**src/rtl/basic_ndro_pkg.sv**
```systemverilog
// Shared defaults and event type for the basic_ndro NDRO cell model.
// Holds the q-resolution rule so set/reset arbitration lives in one place.
package basic_ndro_pkg;

   localparam int SYNC_STAGES_DEF = 2;
   localparam int READ_PERIOD_DEF = 1;
   localparam bit INIT_STATE_DEF  = 1'b0;
   localparam bit RESET_WINS_DEF  = 1'b1;

   typedef struct packed {
      logic set_evt;
      logic reset_evt;
   } ndro_evt_t;

   // Next stored bit given this cycle's events; coinciding events follow reset_wins.
   function automatic logic resolve_q(input ndro_evt_t evt, input logic q, input bit reset_wins);
      logic nq;
      nq = q;
      if (evt.set_evt && evt.reset_evt) begin
         nq = reset_wins ? 1'b0 : 1'b1;
      end else if (evt.set_evt) begin
         nq = 1'b1;
      end else if (evt.reset_evt) begin
         nq = 1'b0;
      end
      return nq;
   endfunction

endpackage

```
**src/rtl/basic_ndro_sync.sv**
```systemverilog
// Multi-flop synchronizer followed by a rising-edge detector.
// The detector output is a single-cycle pulse per synchronized low-to-high transition.
module basic_ndro_sync #(
   parameter int STAGES = 2
) (
   input  logic clk,
   input  logic rst_n,
   input  logic async_in,
   output logic evt
);

   logic [STAGES-1:0] sync_ff;
   logic              prev;

   // History clears on reset, so a level already high at release is seen as an edge.
   always_ff @(posedge clk or negedge rst_n) begin
      if (!rst_n) begin
         sync_ff <= '0;
         prev    <= 1'b0;
      end else begin
         sync_ff <= {sync_ff[STAGES-2:0], async_in};
         prev    <= sync_ff[STAGES-1];
      end
   end

   assign evt = sync_ff[STAGES-1] & ~prev;

endmodule

```
**src/rtl/basic_ndro.sv**
```systemverilog
// Digital stand-in for a superconducting NDRO storage cell with periodic readout.
// Define BASIC_NDRO_ERR_EN to add a sticky `err` output flagging coinciding set/reset events.
module basic_ndro
   import basic_ndro_pkg::*;
#(
   parameter int SYNC_STAGES = SYNC_STAGES_DEF,
   parameter int READ_PERIOD = READ_PERIOD_DEF,
   parameter bit INIT_STATE  = INIT_STATE_DEF,
   parameter bit RESET_WINS  = RESET_WINS_DEF
) (
   input  logic clk,
   input  logic rst_n,
   input  logic set,
   input  logic reset,
   output logic out
`ifdef BASIC_NDRO_ERR_EN
   ,
   output logic err
`endif
);

   localparam int CNT_W = (READ_PERIOD > 1) ? $clog2(READ_PERIOD) : 1;

   ndro_evt_t         evt;
   logic              q;
   logic              q_next;
   logic [CNT_W-1:0]  cnt;
   logic              read_slot;

   basic_ndro_sync #(.STAGES(SYNC_STAGES)) u_sync_set (
      .clk      (clk),
      .rst_n    (rst_n),
      .async_in (set),
      .evt      (evt.set_evt)
   );

   basic_ndro_sync #(.STAGES(SYNC_STAGES)) u_sync_reset (
      .clk      (clk),
      .rst_n    (rst_n),
      .async_in (reset),
      .evt      (evt.reset_evt)
   );

   assign read_slot = (cnt == CNT_W'(READ_PERIOD - 1));

   always_comb begin
      q_next = resolve_q(evt, q, RESET_WINS);
   end

   always_ff @(posedge clk or negedge rst_n) begin
      if (!rst_n) begin
         q   <= INIT_STATE;
         cnt <= '0;
      end else begin
         q   <= q_next;
         cnt <= read_slot ? '0 : cnt + CNT_W'(1);
      end
   end

   // Readout samples q only in the last slot of each period; q itself is never touched here.
   always_ff @(posedge clk or negedge rst_n) begin
      if (!rst_n) begin
         out <= INIT_STATE;
      end else if (read_slot) begin
         out <= q;
      end
   end

`ifdef BASIC_NDRO_ERR_EN
   always_ff @(posedge clk or negedge rst_n) begin
      if (!rst_n) begin
         err <= 1'b0;
      end else if (evt.set_evt && evt.reset_evt) begin
         err <= 1'b1;
      end
   end
`endif

endmodule

```
**config.mk**
```make
export PLATFORM = sky130hd
export DESIGN_NAME = basic_ndro
export DESIGN_NICKNAME = d
export VERILOG_FILES = /design/src/rtl/basic_ndro_pkg.sv /design/src/rtl/basic_ndro_sync.sv /design/src/rtl/basic_ndro.sv
export SDC_FILE = /design/constraint.sdc
export NUM_CORES = 1
export LEC_CHECK = 0
export CAP_MARGIN = 5
export CORE_AREA = 4 4 41 43
export DETAILED_ROUTE_END_ITERATION = 8
export DIE_AREA = 0 0 45 47
export GPL_TIMING_DRIVEN = 1
export PLACE_DENSITY = 0.38
export SLEW_MARGIN = 30
export SYNTH_ARGS = -nofsm -noshare
export SYNTH_HDL_FRONTEND = slang
export SYNTH_SLANG_ARGS = --single-unit
```
**constraint.sdc**
```tcl
create_clock -name clk -period 1.2 [get_ports clk]
set_clock_uncertainty 0.15 [all_clocks]
set_input_delay 0.3 -clock clk [delete_from_list [all_inputs] [get_ports clk]]
set_output_delay 0.3 -clock clk [all_outputs]
set_load 0.01 [all_outputs]
```
# Yosys cells after proc, flatten, opt, wreduce, memory -nomap -nowiden
# Cells that the tools add are included.
# totals
regBits	9
word_cells	18
# op_classes
addsub	1
n_mux	4
bitwise_logic	4
n_reduce_logical	2
# op_table
cell	n
2-to-1 mux 1 bit	4
nonzero test 3 bit	1
bitwise AND 1 bit	2
NOT 1 bit	2
adder 1 bit (second input constant)	1
logical AND 1 bit	1

# Longest topological paths before layout
# Gate-level depths: netlist of run 1.
# depth
word_depth	5
depth_mapped	2

# Modules after synthesis
# A second synthesis of run 1 with hierarchy kept.
# unflattened
cells_unflattened	11
area_unflattened_um2	237.7
# by_module_without_submodules
module	instances	cells_each	area_each_um2	seq_area_each_um2
basic_ndro_sync	2	4	88.8	75.1
basic_ndro	1	3	60.1	50.0

# Least setup slack after synthesis of run 1
# Ideal clock, no wire load.
# synth_timing
path_type	reg-to-reg
startpoint	register u_sync_set.sync_ff[1]
endpoint	register q
setup_ps	119
arrival_ps	588
t_required_ps	931
setup_slack_ps	343
path_stages_with_launch	3
n_path_buf	0
cell_sequence	dfrtp_1 > nor2b_1 > a2bb2oi_2
# synth_between
elab_chain_cells	3
# synth_lines
element	line	rtl
start: declaration	basic_ndro_sync.sv:12	logic [STAGES-1:0] sync_ff;
start signal: assignment	basic_ndro_sync.sv:21	sync_ff <= {sync_ff[STAGES-2:0], async_in};
bitwise AND 1 bit *	basic_ndro_sync.sv:26	assign evt = sync_ff[STAGES-1] & ~prev;
2-to-1 mux 1 bit / logical AND 1 bit (equally long branches)	basic_ndro_pkg.sv:21, basic_ndro_pkg.sv:19	
2-to-1 mux 1 bit / nonzero test 3 bit (equally long branches)	n/a	
end signal: assignment	basic_ndro.sv:55	q <= q_next;
end: declaration	basic_ndro.sv:25	logic q;
# Every way passes the cells marked *; elsewhere a longest branch is shown, timed or not.
# A chain may end at the register's enable or synchronous reset.

# Worst setup path after layout of run 1
# layout_timing
startpoint	register out
endpoint	output out
# layout_rtl
element	line	rtl
start: declaration	basic_ndro.sv:15	output logic out
start signal: assignment	basic_ndro.sv:65	out <= q;
# No word-level cell between the ends.

==> results of run 1 <==
[power by group]
| part | total (mW) | switching (mW) | internal (mW) |
|---|---|---|---|
| sequential | 0.295 | 0.00681 | 0.288 |
| combinational | 0.0295 | 0.0114 | 0.0181 |
| clock | 0.193 | 0.0794 | 0.114 |
[worst reg2reg max path: cells and delay by family, from the launching register on]
| family | cells | cell delay (ps) |
|---|---|---|
| AND/OR/NAND/NOR | 1 | 130 |
| AO/OA/AOI/OAI | 1 | 120 |
| flip-flops | 1 | 370 |
[layer usage]
metal	wire length, um	vias up	share of wire
met5	0	-	0
li1	-	51	-
met4	0	0	0
met1	131	52	0.45
met2	109	5	0.38
met3	47	0	0.16
[how the worst max path moves through the flow]
stage                                     from             to  slack [ps]
2_1_floorplan  u_sync_set.sync_ff[1]$_DFF_PN0_  q$_DFFE_PN0P_         340
3_3_place_gp                     out$_DFF_PN0_            out         -80
3_5_place_dp                     out$_DFF_PN0_            out         -80
4_1_cts                          out$_DFF_PN0_            out           9
5_1_grt                          out$_DFF_PN0_            out          -2
6_report                         out$_DFF_PN0_            out          30
[layout by cell type, fill, tap and decap left out]
cell	netlist	final
a2bb2oi_2	1	1
buf_2	0	1
clkbuf_4	0	3
clkdlybuf4s50_1	0	3
dfrtp_1	8	8
inv_1	1	1
nor2b_1	1	1
[kinds of logic after synthesis]
logic type | count (synthesis) | share of synthesized area
simple gates | 1 | 0.0278
buf+inv | 1 | 0.0167
flops | 8 | 0.889
compound gates | 1 | 0.0666
[metrics by stage]
stage	worst slack, ps	util	hold WS, ps	total power [mW]
final	25.1	0.232	180	0.517
after global routing	-1.61	0.232	208	0.552
after CTS	9.03	0.232	179	0.533
after detailed placement	-77.7	0.218	190	0.334
after global placement	-78.3	0.218	182	0.332
after floorplan	343	-	-146	0.309
[registers in the layout, indices dropped and copies added (netlist names)]
name,flops
q,1
u_sync_set.prev,1
u_sync_reset.prev,1
u_sync_reset.sync_ff,2
out,1
u_sync_set.sync_ff,2
[Yosys cell counts]
cell / number
dfrtp_1: 8
a2bb2oi_2: 1
inv_1: 1
nor2b_1: 1
[final cells by class]
class / count / area, sq um
Multi-Input combinational cell: 2 / 21.3
Sequential cell: 8 / 200
Timing Repair Buffer: 4 / 35.0
Clock buffer: 3 / 22.5
Inverter: 1 / 3.75
Tap cell: 15 / 18.8
Fill cell: 148 / 1000
[what timing repair did]
item / CTS / global route
endpoints found under the setup margin: 1 / 1
gates resized for setup: 4 / 0
setup buffers: 0 / 0
==> impl_metrics.yaml, run 1 <==
critical_path:
  cp_num_buf_inv: 1
  cp_slowest_cell: "dfrtp_1"
  crit_chain: "buf_2"
  rr_startpoint: "u_sync_set.sync_ff[1]$_DFF_PN0_"
  crit_path_end_kind: "output port"
  crit_fanout: 1
  slowest_delay_ps: 350
  cp.depth: 1
  startpoint_type: "flop"
  worstPathArrival_ps: 720
  crit_type: "reg2out"
  r2r_slack_ps: 320
  cp.required_ps: 750
  r2r_end: "q$_DFFE_PN0P_"
  path_delay_family: "flip-flops"
  reg2reg_depth: 2
final_layout:
  n_antenna_cell: 0
  final_area_sq_um: 302
  final_nets: 24
  syn2layout_area_growth_pct: 33.9
  drive_above_1_share: 0.278
  layout.cells.non_filler: 33
pwr:
  cellLeakagePower_nw: 0.136
  power.density_mw_per_mm2: 1720
  peakVddDrop_mv: 0.562
clock_network:
  path_clk_slew_ps: 50
  cts_root_buffer: "clkbuf_4"
  cts_tree: "built"
  cts_sinks: 8
  insertion_delay_ps: 240
  cts_inserted_buffers: 3
  cts_max_level: 1
  cts_hold_buf: 0
  clockBufferDepth: 2
routing:
  ant_nets: 0
  routed_wirelength_um: 288
  via_per_inst: 3.27
  drtIter0Drc: 0
  drc: 0
  wl_per_cell_um: 8.73
  firstDrtPassIters: 1
  num_vias: 108
global_route:
  grt.met2_usage: 0.0395
  grt_overflow: 0
  track_usage: 0.0423
  grt_use_met3: 0.0268
  grt_max_degree: 9
  grt.busiest_layer: "met4"
  grt_pass1_vias: 127
  grt_first_pass_wirelength_um: 524
  grtUsageMet1: 0.0468
  antenna_found_initial: 0
synth:
  yosys_register_bits: 8
  yosys_warnings: 0
  synth_top_area_cell: "dfrtp_1"
  syn_inst: 11
  synthTopCellsByArea: "dfrtp_1 89%, a2bb2oi_2 6.7%, nor2b_1 2.8%, inv_1 1.7%"
  ys_types: 4
  avgSynthCellArea_sq_um: 20.5
  synth_top_area_share: 0.889
  syn-num-nets: 15
  syn_area_sq_um: 225
  ys_seq_area_frac: 0.889
placement:
  dp_cells: 30
  gp_congestion: 0.561
  io_buffer_count: 4
  postPlaceCellArea_sq_um: 284
die:
  ios: 5
  core_area_sq_mm: 0.00130
  chipHeight_um: 47
  initial_core_util: 0.173
  die_area_sq_mm: 0.00212
  die_w_um: 45
  rows: 13
sta:
  max_freq_mhz: 851
  final.setup.tns_ps: 0
  max_slew_margin: 0.761
  tightestPinTransition_ps: 357
  rsz0062_at_grt: "true"
  setup_viol: 0
  fin_crit_sh: 0.979
  fin_crit_ps: 1170
  maxSlewViolCount: 0
  report.final.hold_viol_count: 0
worst_hold_path:
  hp-class: "in2async"
run_status:
  status: "finished, final reports clean"
job:
  drv_cap: 0
No activity file was read; power rests on OpenSTA's default activity.
==> run 2: changes to the inputs <==
CELL_PAD_IN_SITES_DETAIL_PLACEMENT = 1   (was default)
CELL_PAD_IN_SITES_GLOBAL_PLACEMENT = 2   (was default)
PLACE_DENSITY = 0.47   (was 0.38)
==> impl_metrics.yaml, run 2 (synthesized netlist as in run 1, its figures left out) <==
run_status:
  status: "finished, final reports clean"
sta:
  rsz0062_at_grt: "true"
  fin_crit_ps: 1180
  holdWs_ps: 179
  layout_setup_ws_ps: 24.7
  fin_crit_sh: 0.979
  max_freq_mhz: 851
  report.final.hold_viol_count: 0
  tightestPinTransition_ps: 351
  max_slew_margin: 0.765
  maxSlewViolCount: 0
  setup_viol: 0
final_layout:
  syn2layout_area_growth_pct: 33.9
  final_util: 0.232
  top_regs: "u_sync_reset.sync_ff x2, u_sync_set.sync_ff x2"
  n_antenna_cell: 0
  final_cell_mix: "8 x dfrtp_1, 3 x clkbuf_4, 3 x clkdlybuf4s50_1"
  final_nets: 24
  layout.cells.non_filler: 33
  drive_above_1_share: 0.278
  mostFrequentLayoutCell: "dfrtp_1"
  final_area_sq_um: 302
placement:
  postPlaceCellArea_sq_um: 284
  io_buffer_count: 4
  dpl_worst_slack_ps: -82.6
  dp_cells: 30
  gp_congestion: 0.584
die:
  core_area_sq_mm: 0.00130
  die_area_sq_mm: 0.00212
  ios: 5
  die_w_um: 45
  chipHeight_um: 47
  rows: 13
  initial_core_util: 0.173
clock_network:
  cts_inserted_buffers: 3
  insertion_delay_ps: 240
  post-cts-setup-buffers: 0
  path_clk_slew_ps: 50
  cts_max_level: 1
  cts_root_buffer: "clkbuf_4"
  clockBufferDepth: 2
  cts_tree: "built"
  cts_sinks: 8
critical_path:
  crit_chain: "buf_2"
  startpoint_type: "flop"
  path_delay_family: "flip-flops"
  crit_fanout: 1
  reg2reg_depth: 2
  cp_slowest_cell: "dfrtp_1"
  slowest_delay_ps: 350
  r2r_slack_ps: 320
  rr_startpoint: "u_sync_set.sync_ff[1]$_DFF_PN0_"
  cp_num_buf_inv: 1
  worstPathArrival_ps: 730
  r2r_end: "q$_DFFE_PN0P_"
  crit_type: "reg2out"
  cp.required_ps: 750
  crit_path_end_kind: "output port"
routing:
  drc: 0
  num_vias: 113
  drtIter0Drc: 0
  firstDrtPassIters: 1
  wl_per_cell_um: 8.67
  routed_wirelength_um: 286
  via_per_inst: 3.42
  ant_nets: 0
pwr:
  peakVddDrop_mv: 0.365
  cellLeakagePower_nw: 0.136
  power.density_mw_per_mm2: 1720
global_route:
  grt_pass1_vias: 144
  grt_max_degree: 9
  grt_overflow: 0
  track_usage: 0.0415
  antenna_found_initial: 0
  grt_first_pass_wirelength_um: 558
job:
  drv_cap: 0
worst_hold_path:
  hp-class: "in2async"
run 2: cell counts in the layout (fill, tap and decap cells not counted):
No cell type changed its count.
run 2: timing repair:
action | in CTS | in global routing
hold buffers | 0 | 0
resized for setup | 4 | 0
setup endpoints to repair | 1 | 1
run 2: power breakdown:
part           switching, mW  internal (mW)
sequential           0.00682          0.288
clock                 0.0814          0.114
combinational         0.0112         0.0181
run 2: cell type report:
class | count | area [sq um]
Fill cell | 152 | 1000
Clock buffer | 3 | 22.5
Timing Repair Buffer | 4 | 35.0
Tap cell | 15 | 18.8
Inverter | 1 | 3.75
Sequential cell | 8 | 200
Multi-Input combinational cell | 2 | 21.3
run 2: metrics by stage:
step	total power [mW]	TNS [ps]
2_1_floorplan	0.309	0
3_3_place_gp	0.332	-72.5
3_5_place_dp	0.334	-82.6
4_1_cts	0.534	0
5_1_grt	0.549	-9.24
6_report	0.519	0
run 2: how the worst max path moves through the flow:
stage,startpoint,to,cells past startpoint
CTS,out$_DFF_PN0_,out,1
finish,out$_DFF_PN0_,out,1
global route,out$_DFF_PN0_,out,1
floorplan,u_sync_set.sync_ff[1]$_DFF_PN0_,q$_DFFE_PN0P_,2
detailed placement,out$_DFF_PN0_,out,1
global placement,out$_DFF_PN0_,out,1
run 2: per-layer routing:
metal  GRT usage  wire length [um]  vias up  part of all wire
li1            -                 -       49                 -
met3      0.0307                41        0              0.14
met2      0.0537               131        5              0.46
met1      0.0374               113       59              0.40
met5           0                 0        -                 0
met4      0.0526                 0        0                 0
